**config.mk**
```make
export PLATFORM = sky130hd
export DESIGN_NAME = mult8_seq_accum
export DESIGN_NICKNAME = d
export VERILOG_FILES = /design/src/rtl/mult_seq_pkg.sv /design/src/rtl/mult4_core.sv /design/src/rtl/mult8_seq_accum.sv
export SDC_FILE = /design/constraint.sdc
export NUM_CORES = 1
export LEC_CHECK = 0
export ABC_AREA = 1
export BUFFER_PORTS_ARGS = -buffer_cell sky130_fd_sc_hd__buf_4
export CAP_MARGIN = 20
export CORE_ASPECT_RATIO = 1.2
export CORE_MARGIN = 10
export CORE_UTILIZATION = 65
export CTS_BUF_LIST = sky130_fd_sc_hd__clkbuf_8
export DETAILED_ROUTE_END_ITERATION = 8
export GPL_ROUTABILITY_DRIVEN = 0
export HOLD_SLACK_MARGIN = 0.15
export PLACE_DENSITY_LB_ADDON = 0.08
export REMOVE_ABC_BUFFERS = 1
export SLEW_MARGIN = 5
export SYNTH_ARGS = -nofsm -noshare
export SYNTH_HDL_FRONTEND = slang
export SYNTH_SLANG_ARGS = --single-unit
```
**constraint.sdc**
```tcl
create_clock -name clk -period 13.54 [get_ports clk]
set_input_delay 2.708 -clock clk [delete_from_list [all_inputs] [get_ports clk]]
set_output_delay 2.708 -clock clk [all_outputs]
set_load 0.005 [all_outputs]
```
**src/rtl/mult_seq_pkg.sv**
```systemverilog
// Shared types and constants for the nibble-serial 8x8 multiplier slice.
package mult_seq_pkg;

    localparam int unsigned NIB_W = 4;
    localparam int unsigned OP_W  = 8;
    localparam int unsigned P_W   = 16;

    typedef enum logic [1:0] {
        IDLE = 2'd0,
        MUL  = 2'd1,
        DONE = 2'd2
    } state_t;

    // Step order: lo*lo, lo*hi, hi*lo, hi*hi
    localparam logic [3:0] SHIFT_TAB [4] = '{4'd0, 4'd4, 4'd4, 4'd8};

    function automatic logic [P_W-1:0] shift_pp(input logic [2*NIB_W-1:0] pp,
                                                 input logic [1:0]         step);
        return P_W'(pp) << SHIFT_TAB[step];
    endfunction

endpackage

```
**src/rtl/mult4_core.sv**
```systemverilog
// 4x4 combinational multiplier core; VARIANT selects the generated implementation.
module mult4_core #(
    parameter int unsigned VARIANT = 0
) (
    input  logic [3:0] A,
    input  logic [3:0] B,
    output logic [7:0] P
);

    if (VARIANT == 0) begin : g_exact
        always_comb P = A * B;
    end else if (VARIANT == 1) begin : g_trunc
        // Approximate variant: the A[0]*B[0] partial term is dropped.
        always_comb P = (A * B) - {7'd0, A[0] & B[0]};
    end else begin : g_bad_variant
        $error("mult4_core: unsupported VARIANT");
    end

endmodule

```
**src/rtl/mult8_seq_accum.sv**
```systemverilog
// Sequential 8x8 unsigned multiplier: four nibble products from one shared 4x4 core,
// shifted and accumulated. Optional zero-operand shortcut: MULT8_SEQ_ZERO_BYPASS_EN.
module mult8_seq_accum
    import mult_seq_pkg::*;
#(
    parameter int unsigned CORE_LAT     = 0,
    parameter int unsigned CORE_VARIANT = 0
) (
    input  logic            clk,
    input  logic            rst,
    input  logic            in_valid,
    output logic            in_ready,
    input  logic [OP_W-1:0] in_a,
    input  logic [OP_W-1:0] in_b,
    output logic            out_valid,
    input  logic            out_ready,
    output logic [P_W-1:0]  out_p,
    output logic            busy
);

    if (CORE_LAT != 0) begin : g_core_lat_check
        $error("mult8_seq_accum: only CORE_LAT=0 is supported");
    end

    state_t             state;
    logic [1:0]         idx;
    logic [OP_W-1:0]    a_q;
    logic [OP_W-1:0]    b_q;
    logic [P_W-1:0]     acc;
    logic [NIB_W-1:0]   nib_a;
    logic [NIB_W-1:0]   nib_b;
    logic [2*NIB_W-1:0] pp;
    logic [P_W-1:0]     acc_next;
    logic               zero_op;

    // idx[1] picks the a nibble, idx[0] the b nibble, matching SHIFT_TAB order.
    always_comb begin
        nib_a    = idx[1] ? a_q[7:4] : a_q[3:0];
        nib_b    = idx[0] ? b_q[7:4] : b_q[3:0];
        acc_next = acc + shift_pp(pp, idx);
    end

    mult4_core #(
        .VARIANT(CORE_VARIANT)
    ) u_core (
        .A(nib_a),
        .B(nib_b),
        .P(pp)
    );

`ifdef MULT8_SEQ_ZERO_BYPASS_EN
    always_comb zero_op = (in_a == '0) || (in_b == '0);
`else
    always_comb zero_op = 1'b0;
`endif

    always_comb begin
        in_ready  = (state == IDLE) && !rst;
        out_valid = (state == DONE);
        busy      = (state != IDLE);
    end

    always_ff @(posedge clk) begin
        if (rst) begin
            state <= IDLE;
            idx   <= '0;
            acc   <= '0;
            out_p <= '0;
            a_q   <= '0;
            b_q   <= '0;
        end else begin
            case (state)
                IDLE: begin
                    if (in_valid) begin
                        a_q <= in_a;
                        b_q <= in_b;
                        acc <= '0;
                        idx <= '0;
                        if (zero_op) begin
                            out_p <= '0;
                            state <= DONE;
                        end else begin
                            state <= MUL;
                        end
                    end
                end
                MUL: begin
                    acc <= acc_next;
                    idx <= idx + 2'd1;
                    if (idx == 2'd3) begin
                        out_p <= acc_next;
                        state <= DONE;
                    end
                end
                DONE: begin
                    if (out_ready) state <= IDLE;
                end
                default: state <= IDLE;
            endcase
        end
    end

endmodule

```
* Word level (Yosys, flattened, before mapping)
Index checks and enable logic that the tools add are counted. W data, S select, Z words.
Storage, ports and cells: flip-flop bits (word level) 52, bits in latches 0, memory bits (writable) 0, bits in read-only memories 0, input bits 20, output and inout bits 19, word-level logic and storage cells 40, memories 0
Cells by class: $add $sub $neg 2, $mul 1, div/mod/pow operators 0, magnitude comparators 1, equality and inequality tests 6, shift operators 1, mux-type cells 13, bitwise gates (word level) 1, reductions and logical operators 9
Operators with widths (number):
- $pmux W16 S2 | 1
- $add A16 B16 Y16 | 1
- $mux W16 | 1
- $mux W4 | 4
- $shl A8 B4 Y16 | 1
- $bmux W4 S2 | 1
- $mul A4 B4 Y8 | 1
- $mux W2 | 4
- $pmux W2 S3 | 1
- $reduce_and A2 Y1 | 3
- $eq A2 B2 Y1 const B | 2
- $ne A2 B2 Y1 const B | 2
- $pmux W2 S2 | 1
- $reduce_bool A2 Y1 | 2
- $ge A3 B3 Y1 const B | 1
- $not A2 Y3 | 1
- $reduce_and A3 Y1 | 1
- $add A2 B1 Y2 const B | 1
- $eq A2 B1 Y1 const B | 1
- $logic_not A2 Y1 | 1
- $ne A2 B1 Y1 const B | 1
- $logic_and A1 B1 Y1 | 1
- $logic_not A1 Y1 | 1

* Depth between registers and ports, before layout
Gate-level depths: netlist (run 1).
word-level depth 7, depth in mapped cells 29

* By module
Synthesis (run 1) repeated with hierarchy kept, for this count alone.
Second synthesis, totals: cell total of the unflattened synthesis 554, area total of the unflattened synthesis 3542.1 um2
Modules (own cells, without submodules):
- mult8_seq_accum | times used 1, cells each 484, area each 3079.2 um2, seq. area each 1041.0 um2
- mult4_core | times used 1, cells each 70, area each 462.9 um2, seq. area each 0.0 um2

* Worst setup path before layout (run 1)
Ideal clock, no wire load.
path type input to output, start point in rst, end point out in_ready, arrival time 3.319 ns, data required time 10.832 ns, setup slack 7.513 ns, stages on the path 3, path through clkbuf_1 -> clkbuf_1 -> nor2_1
Between the ends: longest elaborated chain between the ends 2
Ends and longest elaborated chain:
- start, declared | RTL line mult8_seq_accum.sv:10 | input logic rst,
- $logic_not A1 Y1 | RTL line mult8_seq_accum.sv:58 | in_ready = (state == IDLE) && !rst;
- $logic_and A1 B1 Y1 | RTL line mult8_seq_accum.sv:58
- end, declared | RTL line mult8_seq_accum.sv:12 | output logic in_ready,
No other way between the ends.

* Worst setup path after layout (run 1)
Ends and elaborated chain as after synthesis.

==> metrics.cfg, run 1 <==
[status]
status=completed

[cts]
cts_buffer_depth=2
cts.sinks=52
postCtsSetupRepairBufs=0
cts_tree=done
path_clk_slew_ns=0.10
clkLatencyLatePin_ns=0.32
cts-root-buf=clkbuf_8
ctsResizeCount=0
cts_buffers=5
cts_hold_buf=0
htreeDepth=2

[layout]
area_growth_pct=11.69
drive_above_1_share_pct=14.60
layoutNonFillerInstCount=560
nNetsFinal=552
antennaDiodeCount=0

[placement]
place_ws_ns=7.623
dpl.hpwl_mm=5.954
dp_cells=552
port_buffers=38

[hold_path]
hold_class=register to register
hold_end=b_q[7]$_SDFFE_PP0P_
worstHoldPathCells=2
hp-start=b_q[7]$_SDFFE_PP0P_

[worst_setup_path]
max_stage_delay_ns=0.27
crit_fanout=26
r2r_slack_ns=8.54
cp_slowest_cell=buf_4
cp_top_family=buffers and inverters
crit_buf_inv=2
crit_required_ns=10.83
crit_path_end_kind=output port
reg2reg_from=idx[0]$_SDFFE_PP0P_
critPathLaunchType=input pin
path_common_cell=buf_4
crit_type=input pin to output port
crit_chain=buf_4 > nor2_1 > buf_4
r2r_cells=24
r2r_end=out_p[11]$_SDFFE_PP0P_
arrival_ns=3.21

[grt]
grt_first_pass_wirelength_mm=13.58
grt_max_degree=29
grt_overflow=0
grt_pass1_vias=3088
track_usage_pct=18.91
grt_antenna_before_repair=0

[timing]
post-route-min-period_ns=5.919
rsz0062_at_grt=false
setup_viol=0
fin_worst_skew_ns=0.01444
final_max_slew_viol_count=0
fmax_mhz=169.0
whs_ns=0.4666
relSlewSlack_pct=46.00
worst_pin_slew_ns=0.8092
period_share_pct=43.71
finalSetupTns_ns=0
fin_ws_ns=7.621
hold_viol=0

[synth]
ys_seq_elements=52
ys_types=36
syn_area_um2=3329
postSynthAreaPerCell_um2=7.114
syn_inst=468
seq_area_frac_synth_pct=31.27
yosys_warnings=0

[route]
vias=3087
drc=0
drtIter0Drc=208
postRouteAntennaNets=0
drt-total-wl_mm=7.857
drt_first_pass_iters=4
avgRoutedWirePerCell_um=14.03
viasPerCell=5.513

[power_and_ir_drop]
power.net_switching_w=0.0001034
p_int_w=0.0002216
pwr_density_cell_nw_per_um2=87.39
p_sw_share_pct=31.81
seqPwrFrac_pct=50.1
combPwrFrac_pct=21.7
p_leak_nw=1.890
clkPwrFrac_pct=28.2
ir_worst_vdd_mv=0.07916
p_total_w=0.0003250

[floorplanning]
die_h_um=98.40
start_util_pct=67.40
core_area_um2=4940
num_rows=28
fp.dieW_um=85.34
die_area_um2=8397
ios=39

[flow_run]
cap_violations=0

==> cells in the mapped netlist <==
cell type | n | area share [%]
inv_1 | 47 | 5.3
nand3_2 | 1 | 0.30
o21bai_2 | 1 | 0.34
a31oi_1 | 1 | 0.19
o21ai_0 | 40 | 6.0
o21ai_2 | 1 | 0.26
a21oi_4 | 2 | 0.98
inv_2 | 5 | 0.56
nand2_1 | 99 | 11
a21oi_1 | 45 | 6.8
nand3_1 | 15 | 2.3
nor2_4 | 1 | 0.34
buf_6 | 1 | 0.34
ha_1 | 28 | 11
buf_2 | 4 | 0.60
o21bai_1 | 11 | 2.5
xnor2_1 | 3 | 0.79
nand2_2 | 5 | 0.94
xor2_1 | 9 | 2.4
o22ai_1 | 3 | 0.56
nor3_1 | 1 | 0.15
or2_2 | 4 | 0.75
dfxtp_1 | 52 | 31
clkbuf_1 | 10 | 1.1
mux2i_1 | 2 | 0.60
nand4_1 | 3 | 0.56
a21oi_2 | 2 | 0.53
fa_1 | 5 | 3.0
o21ai_1 | 2 | 0.30
nor2_2 | 2 | 0.38
o21a_1 | 1 | 0.23
a21boi_4 | 1 | 0.56
a21o_1 | 3 | 0.68
nor2_1 | 56 | 6.3
o211ai_2 | 1 | 0.38
clkinv_1 | 1 | 0.11
==> tightest hold or removal path, cell delays in order, from the launching register on <==
cell and delay [ns]:
dfxtp_1 0.31, inv_1 0.06, a21oi_1 0.06
==> through the flow <==
| step | util (%) | instance area, um^2 |
|---|---|---|
| detailed placement | 73.45 | 3628 |
| floorplan | - | 3261 |
| global placement | 73.45 | 3628 |
| CTS | 75.28 | 3719 |
| global route | 75.28 | 3719 |
| finish | 75.28 | 3719 |
==> layout make-up <==
type	instances	area [um^2]
multi-input cells	348	2021
clock buffers	5	68.82
repair buffers	39	292.8
clock inverters	3	21.27
well taps	60	75.07
fillers	424	1221
flip-flops and latches	52	1041
inverters	53	198.9
==> registers in the layout, summed over array words and instances, names as in the netlist <==
signal / flops
b_q: 8
acc: 16
state: 2
a_q: 8
out_p: 16
idx: 2
==> layer usage <==
| metal | track usage [%] | share of wire, % |
|---|---|---|
| met5 | 0 | 0 |
| met4 | 9.518 | 3.6 |
| met3 | 3.824 | 4.0 |
| met2 | 33.72 | 51 |
| met1 | 20.39 | 41 |
==> worst max-delay path by stage <==
stage | slack, ns | start | cells past startpoint | to
after global routing | 7.58 | rst | 3 | in_ready
final | 7.62 | rst | 3 | in_ready
after CTS | 7.62 | rst | 3 | in_ready
after detailed placement | 7.62 | rst | 3 | in_ready
after floorplan | 8.02 | rst | 1 | in_ready
after global placement | 7.62 | rst | 3 | in_ready
==> power groups by stage <==
stage | Sequential, W | Combinational [W] | Clock, W
after CTS | 0.000163 | 0.0000705 | 0.0000934
after detailed placement | 0.000166 | 0.0000698 | 0
final | 0.000163 | 0.0000706 | 0.0000916
after global routing | 0.000164 | 0.0000812 | 0.0000979
after floorplan | 0.000165 | 0.0000500 | 0
after global placement | 0.000166 | 0.0000677 | 0
==> cell usage in the layout (no fill, tap or decap) <==
master / instances
a21boi_4: 1
a21o_1: 3
a21oi_1: 45
a21oi_2: 2
a21oi_4: 2
a31oi_1: 1
buf_4: 39
clkbuf_8: 5
clkinv_1: 1
clkinv_2: 1
clkinvlp_4: 1
dfxtp_1: 52
fa_1: 5
ha_1: 28
inv_1: 47
inv_2: 5
inv_6: 1
mux2i_1: 2
nand2_1: 99
nand2_2: 5
nand3_1: 15
nand3_2: 1
nand4_1: 3
nor2_1: 56
nor2_2: 2
nor2_4: 1
nor3_1: 1
o211ai_2: 1
o21a_1: 1
o21ai_0: 40
o21ai_1: 2
o21ai_2: 1
o21bai_1: 11
o21bai_2: 1
o22ai_1: 3
or2_2: 4
xnor2_1: 3
xor2_1: 9
==> logic make-up (layout without fill, tap and decap cells) <==
| kind of cell | after synthesis | count (layout) | share of synthesized area [%] |
|---|---|---|---|
| AOI/OAI and AO/OA | 114 | 114 | 20.26 |
| xor gates and xnor gates | 12 | 12 | 3.157 |
| adders and majority gates | 33 | 33 | 13.53 |
| buffers and inverters | 68 | 100 | 8.042 |
| DFF | 52 | 52 | 31.27 |
| muxes | 2 | 2 | 0.6013 |
| and+or+nand+nor | 187 | 187 | 23.15 |
Power figures use the tool's default switching activity.
==> run 2, diff against run 1 <==
Settings changed: CORE_UTILIZATION 65 to 61.
Clock period 13.54 ns to 5.9 ns, I/O delays scaled along.
==> metrics.cfg, run 2 (synthesis results as in run 1) <==
[worst_setup_path]
r2r_slack_ns=1.00  ; -7.54 ns
critPathLaunchType=register
path_common_cell=nand2_1
crit_buf_inv=4  ; +2
crit_required_ns=6.12  ; -4.71 ns
crit_path_end_kind=register
crit_fanout=10  ; -62%
crit_path_start=idx[0]$_SDFFE_PP0P_
reg2reg_from=idx[0]$_SDFFE_PP0P_
crit_type=register to register
r2r_cells=22  ; -8.3%
arrival_ns=5.12  ; +1.91 ns
max_stage_delay_ns=0.57  ; +0.30 ns
cp_slowest_cell=fa_1
r2r_end=out_p[15]$_SDFFE_PP0P_
crit_chain=o21ai_0 > or2_2 > fa_1 > inv_1 > fa_1 > inv_1 > fa_1 > o21ai_0 > a21oi_1 > xor2_1 > o22ai_1 > ha_1 > a21oi_1 > o21ai_1 > a21oi_1 > nand2_1 > inv_1 > nand2_1 > nand2_1 > nand2_1 > nand2_1 > inv_1
cp_top_family=adder cells

[floorplanning]
core_area_um2=5298  ; +7.2%
num_rows=29  ; +3.6%
die_area_um2=8825  ; +5.1%
start_util_pct=62.85  ; -4.6 points
fp.dieW_um=87.44  ; +2.5%
die_h_um=100.9  ; +2.6%
ios=39  ; unchanged

[layout]
drive_above_1_share_pct=14.43  ; -0.17 points
layout_common_cells=nand2_1, nor2_1, dfxtp_1
nNetsFinal=551  ; -0.18%
nFillCells=474  ; +12%
reg.largest.list=acc: 16 flops, out_p: 16 flops
area_growth_pct=12.48
antennaDiodeCount=0  ; unchanged
multi_input_area_um2=2021  ; unchanged
ff_latch_area_um2=1041  ; unchanged
layout_commonest_cell=nand2_1

[grt]
grt_antenna_before_repair=0  ; unchanged
grt_overflow=0  ; unchanged
grt_first_pass_wirelength_mm=13.64  ; +0.46%
grt_pass1_vias=2966  ; -4.0%
grt_max_degree=29  ; unchanged
track_usage_pct=18.69  ; -0.22 points

[flow_run]
cap_violations=0  ; unchanged

[hold_path]
worstHoldPathCells=2  ; unchanged
hold_end=b_q[6]$_SDFFE_PP0P_
hp-start=b_q[6]$_SDFFE_PP0P_
hold_class=register to register

[timing]
final_max_slew_viol_count=0  ; unchanged
hold_viol=0  ; unchanged
fmax_mhz=204.2
fin_worst_skew_ns=0.008117  ; -0.006321 ns
worst_pin_slew_ns=0.8267  ; +0.01746 ns
finalSetupTns_ns=0  ; unchanged
post-route-min-period_ns=4.898
relSlewSlack_pct=44.83  ; -1.2 points
setup_viol=0  ; unchanged
period_share_pct=83.02
fin_ws_ns=1.002  ; -6.620 ns
rsz0062_at_grt=false

[cts]
cts_buffers=5  ; unchanged
htreeDepth=2  ; unchanged
cts.sinks=52  ; unchanged
clkLatencyLatePin_ns=0.31  ; about the same
path_clk_slew_ns=0.10  ; about the same
cts_buffer_depth=2  ; unchanged
cts_tree=done
cts-root-buf=clkbuf_8
cts_hold_buf=0  ; unchanged
postCtsSetupRepairBufs=0  ; unchanged
ctsResizeCount=0  ; unchanged

[route]
vias=3082  ; -0.16%
drt_first_pass_iters=4  ; unchanged
drt-total-wl_mm=8.178  ; +4.1%
drc=0  ; unchanged
drtIter0Drc=183  ; -12%
viasPerCell=5.494  ; -0.34%
avgRoutedWirePerCell_um=14.58  ; +3.9%
postRouteAntennaNets=0  ; unchanged

[power_and_ir_drop]
ir_worst_vdd_mv=0.1521  ; +92%
p_leak_nw=1.902  ; +0.65%
pwr_density_cell_nw_per_um2=213.1  ; +140%

[placement]
port_buffers=38  ; unchanged
place_ws_ns=1.087  ; -6.536 ns
dpl.hpwl_mm=6.264  ; +5.2%

[status]
status=completed

[run 2: worst max path at each step]
stage,depth (start not counted),slack [ns],endpoint
detailed placement,24,1.09,out_p[11]$_SDFFE_PP0P_
floorplan,24,1.47,out_p[11]$_SDFFE_PP0P_
global placement,22,1.23,out_p[15]$_SDFFE_PP0P_
global route,25,0.63,out_p[15]$_SDFFE_PP0P_
CTS,24,1.06,out_p[11]$_SDFFE_PP0P_
finish,22,1.00,out_p[15]$_SDFFE_PP0P_
[run 2: where the power goes]
part,switching (W),internal [W]
sequential,0.00000826,0.000365
combinational,0.000104,0.0000583
clock,0.000123,0.000139
[run 2: through the flow]
step                instances   power, W  util, %  hold slack (ns)  instance area [um^2]
floorplan                 453  0.0004938        -           0.4313                  3261
global placement          553  0.0005375    68.40           0.4480                  3623
detailed placement        553  0.0005426    68.40           0.4532                  3623
CTS                       561  0.0008036    70.69           0.4669                  3745
global route              561  0.0008427    70.69           0.4778                  3745
finish                    561  0.0007981    70.69           0.4647                  3745
[run 2: final cells by class]
type / count / share of cell area (%)
clock buffers: 6 / 2.205
flip-flops and latches: 52 / 27.80
well taps: 62 / 2.072
repair buffers: 38 / 7.618
clock inverters: 2 / 1.036
inverters: 53 / 5.312
multi-input cells: 348 / 53.96
[run 2: layer usage]
metal / global-route usage (%) / wire (um) / vias up / share of wire (%)
met5: 0 / 0 / - / 0
met4: 7.617 / 195 / 0 / 2.4
met3: 4.045 / 341 / 20 / 4.2
met2: 33.13 / 4206 / 61 / 51
met1: 20.81 / 3435 / 1417 / 42
li1: - / - / 1584 / -
[run 2: worst reg2reg max path: stages (launching register included)]
cell and delay (ns):
dfxtp_1 0.50, o21ai_0 0.24, or2_2 0.35, fa_1 0.54
inv_1 0.06, fa_1 0.57, inv_1 0.07, fa_1 0.46
o21ai_0 0.18, a21oi_1 0.09, xor2_1 0.18, o22ai_1 0.11
ha_1 0.37, a21oi_1 0.33, o21ai_1 0.11, a21oi_1 0.21
nand2_1 0.10, inv_1 0.06, nand2_1 0.07, nand2_1 0.07
nand2_1 0.05, nand2_1 0.08, inv_1 0.03
